--- src/rtl/data_mem_arbiter_pkg.sv ---
// Shared definitions for the data memory arbiter: FSM states, default widths
// and requester port indices.
package data_mem_arbiter_pkg;

    typedef enum logic [1:0] {
        IDLE   = 2'd0,
        ACCESS = 2'd1,
        WAIT   = 2'd2
    } arb_state_t;

    localparam int ADDR_W_DEF  = 32;
    localparam int DATA_W_DEF  = 32;
    localparam int MEM_LAT_DEF = 1;

    localparam logic PORT_CORE = 1'b0;
    localparam logic PORT_DBG  = 1'b1;

    // The loser of an arbitration round is favoured in the next one.
    function automatic logic other_port(input logic port);
        return ~port;
    endfunction

endpackage

--- src/rtl/data_mem_arbiter_rr.sv ---
// Two-way round-robin picker: one-hot grant from the request pair and the
// priority pointer, plus the pointer value to use after this grant.
module rr_arb2
    import data_mem_arbiter_pkg::*;
(
    input  logic [1:0] req,
    input  logic       ptr,
    output logic [1:0] gnt,
    output logic       next_ptr
);

    always_comb begin
        gnt      = 2'b00;
        next_ptr = ptr;
        case (req)
            2'b01:   gnt = 2'b01;
            2'b10:   gnt = 2'b10;
            2'b11:   gnt = (ptr == PORT_DBG) ? 2'b10 : 2'b01;
            default: gnt = 2'b00;
        endcase
        if (gnt[0]) begin
            next_ptr = other_port(PORT_CORE);
        end else if (gnt[1]) begin
            next_ptr = other_port(PORT_DBG);
        end
    end

endmodule

--- src/rtl/data_mem_arbiter.sv ---
// Shares the single-port data memory between the core load/store unit (port 0)
// and the debug/loader (port 1), one access at a time, round-robin.
module data_mem_arbiter
    import data_mem_arbiter_pkg::*;
#(
    parameter int ADDR_W  = ADDR_W_DEF,
    parameter int DATA_W  = DATA_W_DEF,
    parameter int MEM_LAT = MEM_LAT_DEF
) (
    input  logic              clk,
    input  logic              rst,

    input  logic              m0_req,
    input  logic              m0_we,
    input  logic [ADDR_W-1:0] m0_addr,
    input  logic [DATA_W-1:0] m0_wdata,
    output logic              m0_gnt,
    output logic              m0_rvalid,
    output logic [DATA_W-1:0] m0_rdata,

    input  logic              m1_req,
    input  logic              m1_we,
    input  logic [ADDR_W-1:0] m1_addr,
    input  logic [DATA_W-1:0] m1_wdata,
    output logic              m1_gnt,
    output logic              m1_rvalid,
    output logic [DATA_W-1:0] m1_rdata,

    output logic              mem_rd,
    output logic              mem_wr,
    output logic              mem_cs_n,
    output logic [ADDR_W-1:0] mem_addr,
    output logic [DATA_W-1:0] mem_wdata,
    input  logic [DATA_W-1:0] mem_rdata,

    output logic              busy
);

    localparam int LAT_W = (MEM_LAT > 1) ? $clog2(MEM_LAT) : 1;

    arb_state_t        state;
    logic              rr_ptr;
    logic              owner;
    logic              we_q;
    logic [LAT_W-1:0]  lat_cnt;

    logic [1:0]        req_vec;
    logic [1:0]        win_gnt;
    logic              next_ptr;

    logic              sel_we;
    logic [ADDR_W-1:0] sel_addr;
    logic [DATA_W-1:0] sel_wdata;

    assign req_vec = {m1_req, m0_req};

    rr_arb2 u_rr_arb2 (
        .req      (req_vec),
        .ptr      (rr_ptr),
        .gnt      (win_gnt),
        .next_ptr (next_ptr)
    );

    always_comb begin
        sel_we    = m0_we;
        sel_addr  = m0_addr;
        sel_wdata = m0_wdata;
        if (win_gnt[1]) begin
            sel_we    = m1_we;
            sel_addr  = m1_addr;
            sel_wdata = m1_wdata;
        end
    end

    // Every output is a register; memory strobes are set up on the grant edge
    // so they are valid for exactly the ACCESS cycle.
    always_ff @(posedge clk or posedge rst) begin
        if (rst) begin
            state     <= IDLE;
            rr_ptr    <= PORT_CORE;
            owner     <= PORT_CORE;
            we_q      <= 1'b0;
            lat_cnt   <= '0;
            m0_gnt    <= 1'b0;
            m1_gnt    <= 1'b0;
            m0_rvalid <= 1'b0;
            m1_rvalid <= 1'b0;
            m0_rdata  <= '0;
            m1_rdata  <= '0;
            mem_rd    <= 1'b0;
            mem_wr    <= 1'b0;
            mem_cs_n  <= 1'b1;
            mem_addr  <= '0;
            mem_wdata <= '0;
            busy      <= 1'b0;
        end else begin
            m0_gnt    <= 1'b0;
            m1_gnt    <= 1'b0;
            m0_rvalid <= 1'b0;
            m1_rvalid <= 1'b0;
            case (state)
                IDLE: begin
                    if (|req_vec) begin
                        owner     <= win_gnt[1];
                        we_q      <= sel_we;
                        mem_addr  <= sel_addr;
                        mem_wdata <= sel_wdata;
                        mem_cs_n  <= 1'b0;
                        mem_rd    <= ~sel_we;
                        mem_wr    <= sel_we;
                        m0_gnt    <= win_gnt[0];
                        m1_gnt    <= win_gnt[1];
                        rr_ptr    <= next_ptr;
                        state     <= ACCESS;
                        busy      <= 1'b1;
                    end
                end
                ACCESS: begin
                    mem_cs_n <= 1'b1;
                    mem_rd   <= 1'b0;
                    mem_wr   <= 1'b0;
                    if (we_q) begin
                        state <= IDLE;
                        busy  <= 1'b0;
                    end else begin
                        state   <= WAIT;
                        lat_cnt <= LAT_W'(MEM_LAT - 1);
                    end
                end
                WAIT: begin
                    if (lat_cnt == '0) begin
                        if (owner == PORT_DBG) begin
                            m1_rdata  <= mem_rdata;
                            m1_rvalid <= 1'b1;
                        end else begin
                            m0_rdata  <= mem_rdata;
                            m0_rvalid <= 1'b1;
                        end
                        state <= IDLE;
                        busy  <= 1'b0;
                    end else begin
                        lat_cnt <= lat_cnt - 1'b1;
                    end
                end
                default: begin
                    state    <= IDLE;
                    busy     <= 1'b0;
                    mem_cs_n <= 1'b1;
                    mem_rd   <= 1'b0;
                    mem_wr   <= 1'b0;
                end
            endcase
        end
    end

endmodule

--- config.mk ---
export PLATFORM = sky130hd
export DESIGN_NAME = data_mem_arbiter
export DESIGN_NICKNAME = d
export VERILOG_FILES = /design/src/rtl/data_mem_arbiter_pkg.sv /design/src/rtl/data_mem_arbiter_rr.sv /design/src/rtl/data_mem_arbiter.sv
export SDC_FILE = /design/constraint.sdc
export NUM_CORES = 1
export LEC_CHECK = 0
export CORE_MARGIN = 2
export CORE_UTILIZATION = 41
export CTS_CLUSTER_DIAMETER = 40
export DETAILED_ROUTE_END_ITERATION = 16
export MAX_ROUTING_LAYER = met4
export PLACE_DENSITY = 0.92
export SYNTH_ARGS = -nofsm -noshare
export SYNTH_HDL_FRONTEND = slang
export SYNTH_SLANG_ARGS = --single-unit
--- constraint.sdc ---
create_clock -name clk -period 5.3 [get_ports clk]
set_clock_uncertainty 0.05 [all_clocks]
set_input_delay 0.795 -clock clk [delete_from_list [all_inputs] [get_ports clk]]
set_output_delay 0.795 -clock clk [all_outputs]
set_load 0.05 [all_outputs]
==> reports/results.tsv, run 1 <==
stage	metric	value	unit
critical_path	critPathCaptureType	flop	
timing	setup_ws	2650	ps
pwr	ir_drop	0.0003020	V
clock_network	insertion_delay	400	ps
global_routing	track_usage	24.71	%
routing	ant_nets	0	
layout	nFillCells	1117	
clock_network	cts-htree-levels	4	
synth	ys_warn_count	0	
synth	seq_area_frac_synth	57.83	%
synth	synth_top_area_share	57.40	%
placement	pre_cts_slack	2343	ps
timing	max_clock_freq	377.4	MHz
floorplan	core	14530	um^2
clock_network	ctsHoldBuffers	0	
layout	diodes	0	
global_routing	grt_pass1_wl	29930	um
layout	regArea	3530	um^2
routing	drtIter0Drc	331	
synth	synth_top_flop_cell	dfrtp_1	
clock_network	cts_resized	0	
routing	wl_per_cell	18.64	um
clock_network	cts_buffer_depth	2	
critical_path	crit_path_start_kind	flop	
run_status	outcome	completed	
critical_path	cp_data_arrival_time	2820	ps
synth	synthesis.area	6103	um^2
layout	layout-drive-gt1-share	13.41	%
critical_path	cp_max_fo	69	
floorplan	die_w	126.0	um
flow_run	max_cap_viol_count	0	
placement	dp_hpwl	12990	um
critical_path	cp.required	5470	ps
global_routing	overflow	0	
min_path	worstHoldPathType	flop to flop	
routing	route.vias.total	5682	
timing	tightest_slew	1162	ps
global_routing	antenna_found_initial	0	
layout	syn_to_final_growth	58.77	%
timing	finalMaxSlewViolations	0	
synth	synthCells	553	
routing	wl	19000	um
pwr	power_density	751.6	nW/um^2
synth	synth-edff-count	0	
pwr	p_leak	0.003823	uW
global_routing	grt_pass1_vias	5635	
timing	final-setup-viol-count	0	
routing	drc	0	
clock_network	cts_setup_buffers	0	
synth	synth.largest_area_cell	dfrtp_1	
critical_path	crit_type	flop to flop	
clock_network	cts-root-buf	clkbuf_16	
layout	multiInputGateArea	2283	um^2
global_routing	gr-max-usage-layer	met2	
timing	min_period_over_period	49.99	%
global_routing	grt_max_degree	101	
timing	rsz0062_at_grt	no	
synth	synth_area_leaders	dfrtp_1, mux2_2, a31oi_1, o21ai_0, a21oi_1	
floorplan	die_h	126.0	um
floorplan	fp-row-count	44	
critical_path	r2r_setup_slack	2650	ps
floorplan	pin_count	302	
synth	synth_cell_type_count	30	
timing	fin_tns_setup	0	ps
timing	relSlewSlack	22.56	%
clock_network	numCtsBuffers	17	
routing	drtPass1Iterations	5	
placement	io_buffers	301	
floorplan	die_area	15880	um^2
global_routing	met3_usage	6.754	%
synth	synthesis.nets	719	
global_routing	grt_use_met1	29.09	%
routing	vias_per_cell	5.576	
placement	place_congestion	0.8431	
layout	final_nets	989	
timing	hold_viol	0	
global_routing	use_met2	41.24	%
clock_network	cts.sinks	141	
clock_network	clkTransAtPathRegs	60	ps
floorplan	start_util	41.99	%
synth	async_flop_share	100.0	%
synth	synth.avg_cell_area	11.04	um^2
timing	post-route-min-period	2650	ps
synth	synth.ff_latch_count	141	
clock_network	cts_tree	built	
[cell families after synthesis]
logic type             synth area share [%]
muxes                                 11.81
DFF                                   57.83
buffers and inverters                 5.002
and+or+nand+nor                       7.052
AOI/OAI and AO/OA                     18.31
[worst paths after layout]
| path | cells past startpoint | start | to |
|---|---|---|---|
| setup reg to reg | 5 | state[0] | mem_wdata[12] |
| hold reg to reg | 1 | we_q | state[1] |
| max in group asynchronous | 3 | rst | m0_rdata[31] |
| hold / removal | 1 | we_q | state[1] |
| setup / recovery | 5 | state[0] | mem_wdata[12] |
| min in group asynchronous | 2 | rst | m0_rdata[0] |
[worst max-delay path: stages (launching register included)]
cell and delay, ps:
dfrtp_1 490, nor2_4 130, buf_4 600, nand2_4 110, inv_2 820, a31oi_1 200
[power by group]
| part | internal [uW] | switching [uW] | leakage (uW) |
|---|---|---|---|
| registers | 1630 | 314 | 0.00164 |
| clock network | 656 | 456 | 0.000268 |
| logic | 1440 | 2790 | 0.00192 |
[Yosys cell counts, types with 2 or more instances]
cell      instances
mux2_2           60
buf_6             2
a31oi_1          65
inv_1             2
nand3_1          65
clkbuf_1         29
inv_2             3
dfrtp_1         140
buf_4             8
o21ai_0          68
buf_2            19
nor2_1            4
nor2b_1           2
a21oi_1          67
mux2_1            4
[area by class of cell]
class	instances	share of cell area, %
tap	184	2.376
inverter	5	0.2453
clock buffer	18	4.532
sequential	141	36.42
timing repair buffer	309	31.66
clock inverter	13	1.201
multi-input combinational	349	23.56
[state kept, by name, indices dropped and copies added, names as in the netlist]
name and count:
busy 1, m0_gnt 1, m0_rdata 32, m0_rvalid 1, m1_gnt 1, m1_rdata 32
m1_rvalid 1, mem_addr 32, mem_cs_n 1, mem_rd 1, mem_wdata 32, mem_wr 1
owner 1, rr_ptr 1, state 2, we_q 1
[routing by layer]
layer	vias up	routed length [um]	share of wire (%)
met2	326	9708	51
met5	-	0	0
met1	2738	7305	38
li1	2582	-	-
met3	36	1560	8.2
met4	0	423	2.2
[cells in the final DEF, fill, tap and decap left out, types with 8 or more instances in the layout]
| cell type | instances |
|---|---|
| buf_4 | 8 |
| clkdlybuf4s50_1 | 300 |
| clkbuf_16 | 17 |
| dfrtp_1 | 140 |
| nand3_1 | 65 |
| a31oi_1 | 65 |
| mux2_2 | 60 |
| o21ai_0 | 68 |
| a21oi_1 | 67 |
[metrics by stage]
stage	hold WS [ps]	instance area, um^2	util (%)	std cells	power [uW]
detailed placement	404.7	9135	62.85	988	6206
floorplan	369.9	6103	-	553	4726
CTS	412.9	9691	66.68	1019	7335
finish	410.7	9691	66.68	1019	7283
global route	441.1	9691	66.68	1019	7613
global placement	392.2	9135	62.85	988	6091
Note: power is estimated with default switching activity, not from simulation.
==> run 2, diff against run 1 <==
--- a/config.mk
+++ b/config.mk
@@ -6,11 +6,11 @@
 export NUM_CORES = 1
 export LEC_CHECK = 0
 export CORE_MARGIN = 2
-export CORE_UTILIZATION = 41
+export CORE_UTILIZATION = 37
 export CTS_CLUSTER_DIAMETER = 40
 export DETAILED_ROUTE_END_ITERATION = 16
 export MAX_ROUTING_LAYER = met4
-export PLACE_DENSITY = 0.92
+export PLACE_DENSITY = 0.89
 export SYNTH_ARGS = -nofsm -noshare
 export SYNTH_HDL_FRONTEND = slang
 export SYNTH_SLANG_ARGS = --single-unit
==> constraint.sdc (replaced) <==
create_clock -name clk -period 2.3 [get_ports clk]
set_clock_uncertainty 0.05 [all_clocks]
set_input_delay 0.345 -clock clk [delete_from_list [all_inputs] [get_ports clk]]
set_output_delay 0.345 -clock clk [all_outputs]
set_load 0.05 [all_outputs]
==> run 2 against run 1 <==
  * Sequential share of layout area shrank 0.72 points
  * Global-route usage shrank 2.2 points
  * Non-clock buffer count grew 7
  * Largest cell class unchanged
==> reports/results.tsv, run 2 (synthesis gave the netlist of run 1 again) <==
stage	metric	value	unit
run_status	outcome	completed	
critical_path	path_buf_inv	1	
clock_network	cts_tree	built	
critical_path	crit_type	flop to primary output	
layout	layout_commonest_cell	clkdlybuf4s50_1	
floorplan	die_h	132.4	um
placement	place_congestion	0.8168	
critical_path	crit_path_start_kind	flop	
global_routing	grt_pass1_wl	30420	um
clock_network	cts_setup_buffers	0	
layout	layout-drive-gt1-share	14.35	%
critical_path	cpMaxStageDelayCell	clkdlybuf4s50_1	
layout	stdcell_area	9886	um^2
pwr	power_density	1726	nW/um^2
routing	route.vias.total	5649	
floorplan	die_w	132.4	um
timing	relSlewSlack	51.01	%
global_routing	antenna_found_initial	0	
pwr	p_leak	0.003883	uW
timing	min_period_over_period	88.68	%
clock_network	cts_buffer_depth	2	
global_routing	overflow	0	
placement	dpl-instance-area	9299	um^2
routing	drtIter0Drc	254	
clock_network	cts_resized	0	
layout	final_nets	996	
placement	io_buffers	301	
timing	finalMaxSlewViolations	0	
routing	wl_per_cell	18.22	um
global_routing	track_usage	22.52	%
flow_run	max_cap_viol_count	0	
layout	regArea	3530	um^2
placement	pre_cts_slack	115.5	ps
critical_path	critPathCaptureType	primary output	
floorplan	pin_count	302	
clock_network	insertion_delay	410	ps
layout	fin_util	61.78	%
placement	dp.cells	1027	
timing	post-route-min-period	2040	ps
routing	drtPass1Iterations	5	
clock_network	cts.sinks	141	
timing	final-setup-viol-count	0	
min_path	worstHoldPathType	primary input to flop	
critical_path	cp_data_arrival_time	1640	ps
timing	setup_ws	260.3	ps
timing	max_clock_freq	490.3	MHz
critical_path	cp.required	1900	ps
clock_network	numCtsBuffers	17	
timing	rsz0062_at_grt	no	
critical_path	cp_cell_sequence	clkdlybuf4s50_1	
timing	hold_viol	0	
clock_network	clkTransAtPathRegs	70	ps
global_routing	grt_pass1_vias	5766	
clock_network	ctsHoldBuffers	0	
floorplan	core	16000	um^2
layout	final_cells	1059	
critical_path	cpPeakStageDelay	840	ps
floorplan	start_util	38.15	%
placement	dp_hpwl	13330	um
routing	vias_per_cell	5.334	
layout	diodes	0	
clock_network	cts-root-buf	clkbuf_16	
critical_path	crit_family	buffers and inverters	
routing	ant_nets	0	
layout	syn_to_final_growth	61.97	%
pwr	ir_drop	0.0007930	V
global_routing	grt_max_degree	82	
timing	tightest_slew	734.9	ps
layout	final_cell_mix	clkdlybuf4s50_1, dfrtp_1, o21ai_0, a21oi_1	
layout	nFillCells	1299	
layout	multiInputGateArea	2283	um^2
floorplan	fp-row-count	46	
floorplan	die_area	17540	um^2
routing	drc	0	
critical_path	cp_max_fo	2	
timing	fin_tns_setup	0	ps
clock_network	cts-htree-levels	4	
routing	wl	19300	um
run 2: cell types whose count changed in the layout (fill, tap and decap cells not counted):
cell	before	now
clkinvlp_4	3	6
clkdlybuf4s50_1	300	299
clkinv_4	3	0
buf_4	8	10
inv_6	3	6
inv_8	0	1
clkinv_8	0	1
buf_12	0	6
clkinv_2	4	0
run 2: final timing paths:
path                               from  slack [ps]  depth (start not counted)             to
max in group asynchronous           rst        1210                          3   m0_rdata[20]
min reg2reg                        we_q         410                          1       state[1]
max                        mem_addr[31]         260                          1   mem_addr[31]
min                              m1_req         200                          2         m0_gnt
max reg2reg                    state[0]         440                          4  mem_wdata[13]
min in group asynchronous           rst         360                          3   mem_addr[24]
run 2: final cells by class:
cell class | count | area share, %
Multi-Input combinational cell | 349 | 23.10
Sequential cell | 141 | 35.70
Tap cell | 216 | 2.734
Timing Repair Buffer | 316 | 32.30
Clock buffer | 18 | 4.442
Clock inverter | 14 | 1.493
Inverter | 5 | 0.2278
run 2: report_power, final:
| group | internal [uW] | switching [uW] |
|---|---|---|
| Clock | 1550 | 1140 |
| Combinational | 3430 | 6470 |
| Sequential | 3750 | 712 |
| Total | 8730 | 8330 |
run 2: metal layers:
| layer | part of all wire (%) | track usage (%) | vias up |
|---|---|---|---|
| li1 | - | - | 2597 |
| met1 | 41 | 27.63 | 2689 |
| met2 | 49 | 35.95 | 332 |
| met3 | 8.0 | 6.398 | 31 |
| met4 | 2.3 | 7.527 | 0 |
| met5 | 0 | - | - |
run 2: stage by stage:
stage	power [uW]	hold slack, ps
CTS	17200	170.8
global route	17800	187.6
floorplan	10890	369.9
finish	17060	198.5
detailed placement	14450	397.4
global placement	14210	392.7
==> run 3, diff against run 2 <==
--- a/config.mk
+++ b/config.mk
@@ -5,6 +5,7 @@
 export SDC_FILE = /design/constraint.sdc
 export NUM_CORES = 1
 export LEC_CHECK = 0
+export CAP_MARGIN = 40
 export CORE_MARGIN = 2
 export CORE_UTILIZATION = 37
 export CTS_CLUSTER_DIAMETER = 40
==> results of run 3 <==
Final layout, timing and power as in run 2 (identical DEF).
